===== config.mk =====
export PLATFORM = sky130hd
export DESIGN_NAME = uart_rx
export DESIGN_NICKNAME = d
export VERILOG_FILES = /design/src/rtl/uart_rx.sv
export SDC_FILE = /design/constraint.sdc
export NUM_CORES = 1
export LEC_CHECK = 0
export ABC_CLOCK_PERIOD_IN_PS = 1700
export CORE_ASPECT_RATIO = 1.4
export CORE_MARGIN = 2
export CORE_UTILIZATION = 50
export DETAILED_ROUTE_END_ITERATION = 10
export GPL_TIMING_DRIVEN = 0
export PLACE_DENSITY = 0.82
export SLEW_MARGIN = 30
export SYNTH_ARGS = -nofsm -noshare
export SYNTH_HDL_FRONTEND = slang
export SYNTH_SLANG_ARGS = --single-unit

===== constraint.sdc =====
create_clock -name clk -period 1.7 [get_ports clk]
set_input_delay 0.34 -clock clk [delete_from_list [all_inputs] [get_ports clk]]
set_output_delay 0.34 -clock clk [all_outputs]
set_load 0.1 [all_outputs]

===== src/rtl/uart_rx.sv =====
// UART receiver: 8 data bits, LSB first, one stop bit, no parity.
// The line is oversampled by CLKS_PER_BIT clocks per bit. The start bit is
// qualified at its midpoint. Data and stop bits are sampled one full bit
// later each, so the stop bit is sampled at its middle. That leaves half a
// bit of idle time to catch a back-to-back start edge.
module uart_rx #(
    parameter int CLKS_PER_BIT = 16
) (
    input  logic       clk,
    input  logic       reset,
    input  logic       rx,
    output logic [7:0] data,
    output logic       valid,
    output logic       frame_err,
    output logic       busy
);

    localparam int CNT_W = $clog2(CLKS_PER_BIT);
    localparam logic [CNT_W-1:0] HALF_LAST = CNT_W'(CLKS_PER_BIT / 2 - 1);
    localparam logic [CNT_W-1:0] FULL_LAST = CNT_W'(CLKS_PER_BIT - 1);

    localparam logic [2:0] S_IDLE  = 3'd0;
    localparam logic [2:0] S_START = 3'd1;
    localparam logic [2:0] S_DATA  = 3'd2;
    localparam logic [2:0] S_STOP  = 3'd3;
    localparam logic [2:0] S_BREAK = 3'd4;

    logic             rx_p0;
    logic             rx_p1;
    logic             rx_s;
    logic             rx_prev;
    logic [2:0]       state;
    logic [CNT_W-1:0] cnt;
    logic [2:0]       bit_idx;
    logic [7:0]       shift;

    assign rx_s = rx_p1;
    assign busy = (state != S_IDLE);

    // Two-flop synchronizer plus a delayed copy for falling-edge detection; idles high.
    always_ff @(posedge clk or posedge reset) begin
        if (reset) begin
            rx_p0   <= 1'b1;
            rx_p1   <= 1'b1;
            rx_prev <= 1'b1;
        end else begin
            rx_p0   <= rx;
            rx_p1   <= rx_p0;
            rx_prev <= rx_p1;
        end
    end

    // Frame state machine, bit timing, shift register and output pulses.
    always_ff @(posedge clk or posedge reset) begin
        if (reset) begin
            state     <= S_IDLE;
            cnt       <= '0;
            bit_idx   <= 3'd0;
            shift     <= 8'h00;
            data      <= 8'h00;
            valid     <= 1'b0;
            frame_err <= 1'b0;
        end else begin
            valid     <= 1'b0;
            frame_err <= 1'b0;
            case (state)
                S_IDLE: begin
                    if (rx_prev && !rx_s) begin
                        cnt   <= '0;
                        state <= S_START;
                    end
                end
                S_START: begin
                    if (cnt == HALF_LAST) begin
                        cnt <= '0;
                        if (!rx_s) begin
                            bit_idx <= 3'd0;
                            state   <= S_DATA;
                        end else begin
                            // A pulse shorter than half a bit is a glitch, not a start bit.
                            state <= S_IDLE;
                        end
                    end else begin
                        cnt <= cnt + CNT_W'(1);
                    end
                end
                S_DATA: begin
                    if (cnt == FULL_LAST) begin
                        cnt            <= '0;
                        shift[bit_idx] <= rx_s;
                        bit_idx        <= bit_idx + 3'd1;
                        if (bit_idx == 3'd7) begin
                            state <= S_STOP;
                        end
                    end else begin
                        cnt <= cnt + CNT_W'(1);
                    end
                end
                S_STOP: begin
                    if (cnt == FULL_LAST) begin
                        cnt <= '0;
                        if (rx_s) begin
                            data  <= shift;
                            valid <= 1'b1;
                            state <= S_IDLE;
                        end else begin
                            frame_err <= 1'b1;
                            state     <= S_BREAK;
                        end
                    end else begin
                        cnt <= cnt + CNT_W'(1);
                    end
                end
                S_BREAK: begin
                    // Stay here while the line is held low so a long break reports once.
                    if (rx_s) begin
                        state <= S_IDLE;
                    end
                end
                default: begin
                    cnt   <= '0;
                    state <= S_IDLE;
                end
            endcase
        end
    end

endmodule


==> key figures, run 1 <==
Run status
  – Status: finished, violations left
  – Failing checks: setup timing

Synth
  – Main flop type after synthesis: dfrtp_1
  – Post-Syn Area: 0.001474 sq mm
  – Syn. warnings: 0
  – Syn_nets: 129
  – Post-synth EDFFs: 0
  – Synth unique cells: 41
  – Seq/Total Area, Yosys: 52.89%
  – FF+latch count, synth: 31
  – Avg Inst Size Synth: between 10 and 15 sq um
  – FFs w/ async S/R, synth: 100.0%
  – Synthesized instance count: 123

STA
  – Slew headroom: 57.49%
  – Worst Skew: 9.859 ps
  – Fmax achieved: 568.3 MHz
  – Final Hold Fails: 0
  – Fin crit period: 1760 ps
  – Final setup fails: 3
  – Worst Tran Pin Value: 636.8 ps
  – Fin Setup TNS: -121.0 ps
  – Final Max Tran Viols: 0
  – Period utilization: 103.5%
  – Setup slack after layout: -59.67 ps
  – RSZ-0062 raised after global routing: true

Clock network
  – TritonCTS Sinks: 31
  – Worst-Skew Late Latency: 280 ps
  – Deepest clock path buffer count: 2
  – Root Driver: clkbuf_8
  – CTS tree: yes
  – H-tree lvl count: 2
  – Post-CTS Hold Buffers: 0
  – Total CTS buffers: 5
  – CTS clk-pin slew, worst paths: 70 ps

Die
  – Initial Utilization: 51.73%
  – Die Wd: 49.89 um
  – Die area: approximately 0.0034 sq mm
  – Core area: 0.002849 sq mm
  – Row cnt: 23
  – Die Y: 68.24 um
  – # IOs: 14

Route
  – Routed WL: 3211 um
  – Vias per cell: 5.946
  – DRT antenna net count: 0
  – Avg WL per Cell: 17.36 um
  – Initial DRC count: 15
  – 1st-pass router iterations: 4
  – # DRC: 0
  – DR vias: 1100

Finish
  – Register area: 784.5 sq um
  – Total area of multi-input combinational cells: 691.9 sq um
  – Fillers: 203
  – NumNets Final: roughly 150
  – Layout area overhead: 29.03%
  – Layout cells sized above 1: 43.24%
  – N_diodes: 0

Critical path
  – CP arrival: 1930 ps
  – CP startpoint kind: register
  – CP Capture Type: register
  – Worst-path cell chain: buf_6, or4b_4, a211o_1, mux2_4
  – Crit path max fanout: 5
  – Crit Path Class: reg -> reg
  – Worst setup path endpoint: bit_idx[0]
  – Critical Path RT: between 1500 and 2000 ps
  – R2R cell count: 4
  – Critical path's top delay family: simple AND/OR/NAND/NOR gates
  – CP peak stage delay: 490 ps
  – Crit path launch: state[1]
  – Critical path's slowest cell: or4b_4
  – RR Endpoint: bit_idx[0]
  – Worst r2r src: state[1]
  – Crit path buf inv count: 1
  – Stages on worst setup path: 4
  – R2R setup slack: -60 ps

GRT
  – All-Layer GR Usage: 22.46%
  – M3 GR Usage: 4.803%
  – First-pass GRT wire length: 5478 um
  – Routing usage on met1: 23.14%
  – Overflow after GRT: 0
  – Initial antenna violation count: 0
  – Largest net degree at the start of global routing: 32
  – Layer with the highest usage: met2
  – GR Layer Usage met2: between 40% and 50%
  – Vias in the first global route: 1184

Place
  – Final GP Congestion: 0.8532
  – Port bufs: 13
  – Detailed Place HPWL: 2055 um
  – Post-Place Worst Slack: -826.4 ps

Power
  – Leakage power: 0.8434 nW
  – NetSw: just over 800 uW
  – Comb power frac: 37.2%
  – Int Pwr: between 1.5 and 2 mW
  – Clock power frac: 25.7%
  – Cell Pwr Density: 1280 mW/mm^2
  – Switching share of power: 34.01%
  – Max IR drop VDD: 817.6 uV
  – Flop pwr share: 37.1%

Flow run
  – Max-Cap Viols: 0

Worst hold path
  – Hold Crit Class: reg -> reg
[what timing repair did]
item	in CTS	in global routing
cloned	0	0
buffers inserted	3	1
setup endpoints to repair	24	16
gates resized for setup	57	10
pin swaps	3	1
[Yosys cell counts (2+ instances only)]
| cell | n | area (sq um) |
|---|---|---|
| a22o_1 | 3 | 26.28 |
| nor4_1 | 2 | 12.51 |
| nor3_1 | 3 | 15.01 |
| inv_1 | 5 | 18.77 |
| clkbuf_1 | 6 | 22.52 |
| and3_1 | 2 | 12.51 |
| nand3b_1 | 3 | 22.52 |
| nand3_1 | 4 | 20.02 |
| o21ai_0 | 3 | 15.01 |
| mux2_2 | 16 | 180.2 |
| nand2b_1 | 3 | 18.77 |
| a21oi_1 | 2 | 10.01 |
| o2111ai_1 | 2 | 17.52 |
| dfrtp_1 | 28 | 700.7 |
| nand4_1 | 2 | 12.51 |
| nand4b_1 | 2 | 17.52 |
| ha_1 | 3 | 37.54 |
| xor2_1 | 2 | 17.52 |
| nor2_1 | 5 | 18.77 |
| buf_2 | 2 | 10.01 |
| dfstp_2 | 3 | 78.83 |
| nand2_1 | 3 | 11.26 |
[sequential cells by signal, indices dropped and copies added, names as in the netlist]
signal	cells
cnt	4
rx_p0	1
valid	1
shift	8
data	8
rx_p1	1
frame_err	1
state	3
rx_prev	1
bit_idx	3
[how the worst min path moves through the flow]
| stage | start | end | slack, ps | cells after the start |
|---|---|---|---|---|
| floorplan | rx | rx_p0 | 340 | 0 |
| finish | rx_p0 | rx_p1 | 360 | 0 |
| global placement | rx_p0 | rx_p1 | 350 | 0 |
| detailed placement | rx_p0 | rx_p1 | 350 | 0 |
| global route | rx_p0 | rx_p1 | 370 | 0 |
| CTS | rx_p0 | rx_p1 | 360 | 0 |
[area by class of cell]
| type | instances | share of cell area, % |
|---|---|---|
| Tap cell | 37 | 2.434 |
| Sequential cell | 31 | 41.25 |
| Multi-Input combinational cell | 78 | 36.38 |
| Buffer | 9 | 3.882 |
| Clock buffer | 8 | 5.263 |
| Inverter | 5 | 0.9868 |
| Timing Repair Buffer | 17 | 9.803 |
[worst reg2reg max path, stage by stage (launching register included)]
cell and delay, ps:
dfrtp_2 430, buf_6 140, or4b_4 490, a211o_1 330, mux2_4 270
[power groups by stage]
| stage | logic [mW] | registers, mW | clock network (mW) |
|---|---|---|---|
| finish | 0.905 | 0.904 | 0.627 |
| detailed placement | 0.666 | 0.914 | 0 |
| global placement | 0.633 | 0.907 | 0 |
| floorplan | 0.532 | 0.889 | 0 |
| global route | 0.977 | 0.911 | 0.662 |
| CTS | 0.850 | 0.897 | 0.648 |
[cell usage in the layout, fill, tap and decap left out, drive strengths merged, types with 2 or more instances in the layout]
cell type | synthesis | routed
nand2 | 3 | 3
and3 | 2 | 2
nand3b | 3 | 3
nand2b | 3 | 3
nand4b | 2 | 2
inv | 5 | 5
clkdlybuf4s50 | 0 | 2
mux2 | 17 | 17
a21oi | 2 | 2
nand4 | 3 | 3
dfrtp | 28 | 28
o21ai | 3 | 3
clkdlybuf4s15 | 0 | 10
ha | 3 | 3
nand3 | 4 | 4
xor2 | 2 | 2
buf | 3 | 10
clkbuf | 6 | 12
a22o | 4 | 4
dfstp | 3 | 3
nor2 | 5 | 5
or4b | 2 | 2
nor4 | 2 | 2
o2111ai | 2 | 2
nor3 | 3 | 3
[routing by layer]
metal	vias up	part of all wire (%)
li1	497	-
met1	564	38
met2	27	55
met3	12	3.1
met4	0	3.2
met5	-	0
[kinds of logic after synthesis]
family          share of synthesized area [%]
compound gates                          9.849
xor+xnor                                1.189
simple gates                            15.37
flops                                   52.89
buf+inv                                 4.244
fa+ha+maj                               2.547
mux                                     13.92
[metrics by stage]
stage | area, sq um | util [%] | hold WS [ps] | total power [mW] | instances
global placement | 1652 | 57.97 | 345.9 | 1.539 | 173
CTS | 1868 | 65.57 | 362.4 | 2.395 | 184
floorplan | 1475 | - | 344.5 | 1.421 | 123
global route | 1902 | 66.75 | 370.5 | 2.550 | 185
finish | 1902 | 66.75 | 360.8 | 2.435 | 185
detailed placement | 1652 | 57.97 | 350.9 | 1.579 | 173
Note: power is estimated with default switching activity, not from simulation.
==> inputs of run 2 (changes only) <==
CORE_MARGIN = 4   (was 2)
TNS_END_PERCENT = 30   (was not set)
==> run 2 against run 1 <==
- the flow still finishes with violations (setup timing)
- combinational power shrank 2.5%
- final cell count grew 0.54%
- sequential share of layout area grew 0.64 points
- clock power shrank 12%
- critical path depth is the same
- fmax shrank 4.0%
- global-route usage shrank 3.4 points
- first-iteration DRC count grew to 4.5 times the previous value
- total power shrank 4.7%
- sequential power shrank 2%
- largest cell class unchanged
- die area grew 14%
- critical endpoint is now shift[4]
==> key figures, run 2 (synthesis results as in run 1) <==
GRT
  – Overflow after GRT: 0
  – First-pass GRT wire length: 5175 um
  – Initial antenna violation count: 0
  – Largest net degree at the start of global routing: 32
  – All-Layer GR Usage: between 10% and 20%
  – Vias in the first global route: 1145

Clock network
  – Root Driver: clkbuf_8
  – Post-CTS Hold Buffers: 0
  – TritonCTS Sinks: 31
  – H-tree lvl count: 2
  – Worst-Skew Late Latency: 280 ps
  – Deepest clock path buffer count: 2
  – Total CTS buffers: 5
  – CTS tree: yes
  – CTS clk-pin slew, worst paths: ~60 ps

STA
  – Fmax achieved: 545.7 MHz
  – RSZ-0062 raised after global routing: true
  – Final setup fails: 5
  – Slew headroom: 58.21%
  – Setup slack after layout: -132.5 ps
  – Worst Tran Pin Value: 625.9 ps
  – Final Max Tran Viols: 0
  – Period utilization: 107.8%
  – Worst Skew: between 7 and 8 ps
  – Final Hold Fails: 0
  – Fin crit period: about 1800 ps

Power
  – Flop pwr share: 38.3%
  – Int Pwr: about 1.5 mW
  – Comb power frac: 38.0%
  – Clock power frac: 23.7%
  – NetSw: 812.2 uW
  – Leakage power: 0.8358 nW
  – Max IR drop VDD: approximately 970 uV
  – Switching share of power: 34.99%
  – Tot Pwr: 2.322 mW
  – Cell Pwr Density: around 1200 mW/mm^2

Die
  – Die Wd: 53.89 um
  – Initial Utilization: 51.73%
  – # IOs: 14
  – Row cnt: 23
  – Core area: roughly 0.0028 sq mm
  – Die area: 0.003893 sq mm
  – Die Y: 72.24 um

Finish
  – Cell Count, Final, Fillers Out: 186
  – N_diodes: 0
  – Largest regs: data x8, shift x8, cnt x4
  – NumNets Final: about 150
  – Most frequent cells in the layout: dfrtp_1 (26), mux2_2 (16), clkdlybuf4s15_2 (10)
  – Most common cell after layout, fill and taps aside: dfrtp_1
  – Layout area overhead: 26.66%
  – Layout cells sized above 1: 39.60%

Route
  – # DRC: 0
  – Initial DRC count: 67
  – Vias per cell: slightly below 6
  – Avg WL per Cell: 17.03 um
  – Routed WL: 3168 um
  – DR vias: 1096
  – 1st-pass router iterations: 4
  – DRT antenna net count: 0

Worst hold path
  – Hold Crit Class: reg -> reg

Critical path
  – CP startpoint kind: register
  – Critical Path RT: 1860 ps
  – Crit path max fanout: 10
  – CP arrival: roughly 2000 ps
  – Crit Path Class: reg -> reg
  – CP Capture Type: register

Flow run
  – Max-Cap Viols: 0

Place
  – Detailed Place HPWL: 2038 um
  – Dpl cells: 173
  – Final GP Congestion: 0.8986
  – Port bufs: 13

Run status
  – Failing checks: setup timing
  – Status: finished, violations left
## run 2: cell types whose count changed in the layout (fill, tap and decap cells not counted), moves of 2 or more
cell,previous run,this run
clkbuf_1,3,5
clkbuf_4,0,2
dfrtp_2,4,2
clkbuf_8,8,6
dfrtp_1,24,26
## run 2: layer usage
metal,track usage [%],up-vias,wire [um]
met5,0,-,0
li1,-,501,-
met1,20.16,544,1213
met4,12.78,0,124
met2,31.13,39,1680
met3,5.955,12,149
## run 2: layout make-up
cell class              instances  area, sq um
flip-flops and latches         31        782.0
repair buffers                 18        193.9
plain buffers                   9        71.32
multi-input cells              78        673.1
clock inverters                 1        5.005
clock buffers                   7        76.32
well taps                      37        46.29
inverters                       5        18.77
fillers                       212        982.2
## run 2: critical path, stage by stage (launching register included)
cell	delay, ps
dfrtp_1	410
buf_8	150
nand4b_1	300
nor4_1	450
mux2_2	400
## run 2: stage by stage
stage / area, sq um / setup WS, ps / utilization (%) / TNS (ps) / hold slack, ps
floorplan: 1475 / 1.369 / - / 0 / 344.5
global placement: 1652 / -782.9 / 57.97 / -3119 / 346.6
detailed placement: 1652 / -780.7 / 57.97 / -3600 / 350.7
CTS: 1821 / -75.87 / 63.90 / -143.4 / 360.7
global route: 1867 / -212.0 / 65.52 / -575.9 / 365.7
finish: 1867 / -132.5 / 65.52 / -358.8 / 357.5
## run 2: repair_timing
item | CTS | global route
setup buffers | 2 | 3
setup endpoints to repair | 24 | 17
resized for setup | 52 | 7
pin swaps | 0 | 2
## run 2: power by group through the flow
stage	combinational [mW]	clock (mW)	sequential (mW)
floorplan	0.532	0	0.889
global placement	0.631	0	0.904
detailed placement	0.653	0	0.910
CTS	0.805	0.568	0.891
global route	0.944	0.602	0.901
finish	0.882	0.551	0.889
## run 2: final timing paths
kind	slack, ps	cells past startpoint	endpoint	from
max in group asynchronous	810	2	cnt[0]	reset
worst max register to register	-130	4	shift[4]	state[2]
worst min register to register	360	0	rx_p1	rx_p0
worst max-delay path	-130	4	shift[4]	state[2]
min in group asynchronous	450	2	state[0]	reset
worst min-delay path	360	0	rx_p1	rx_p0
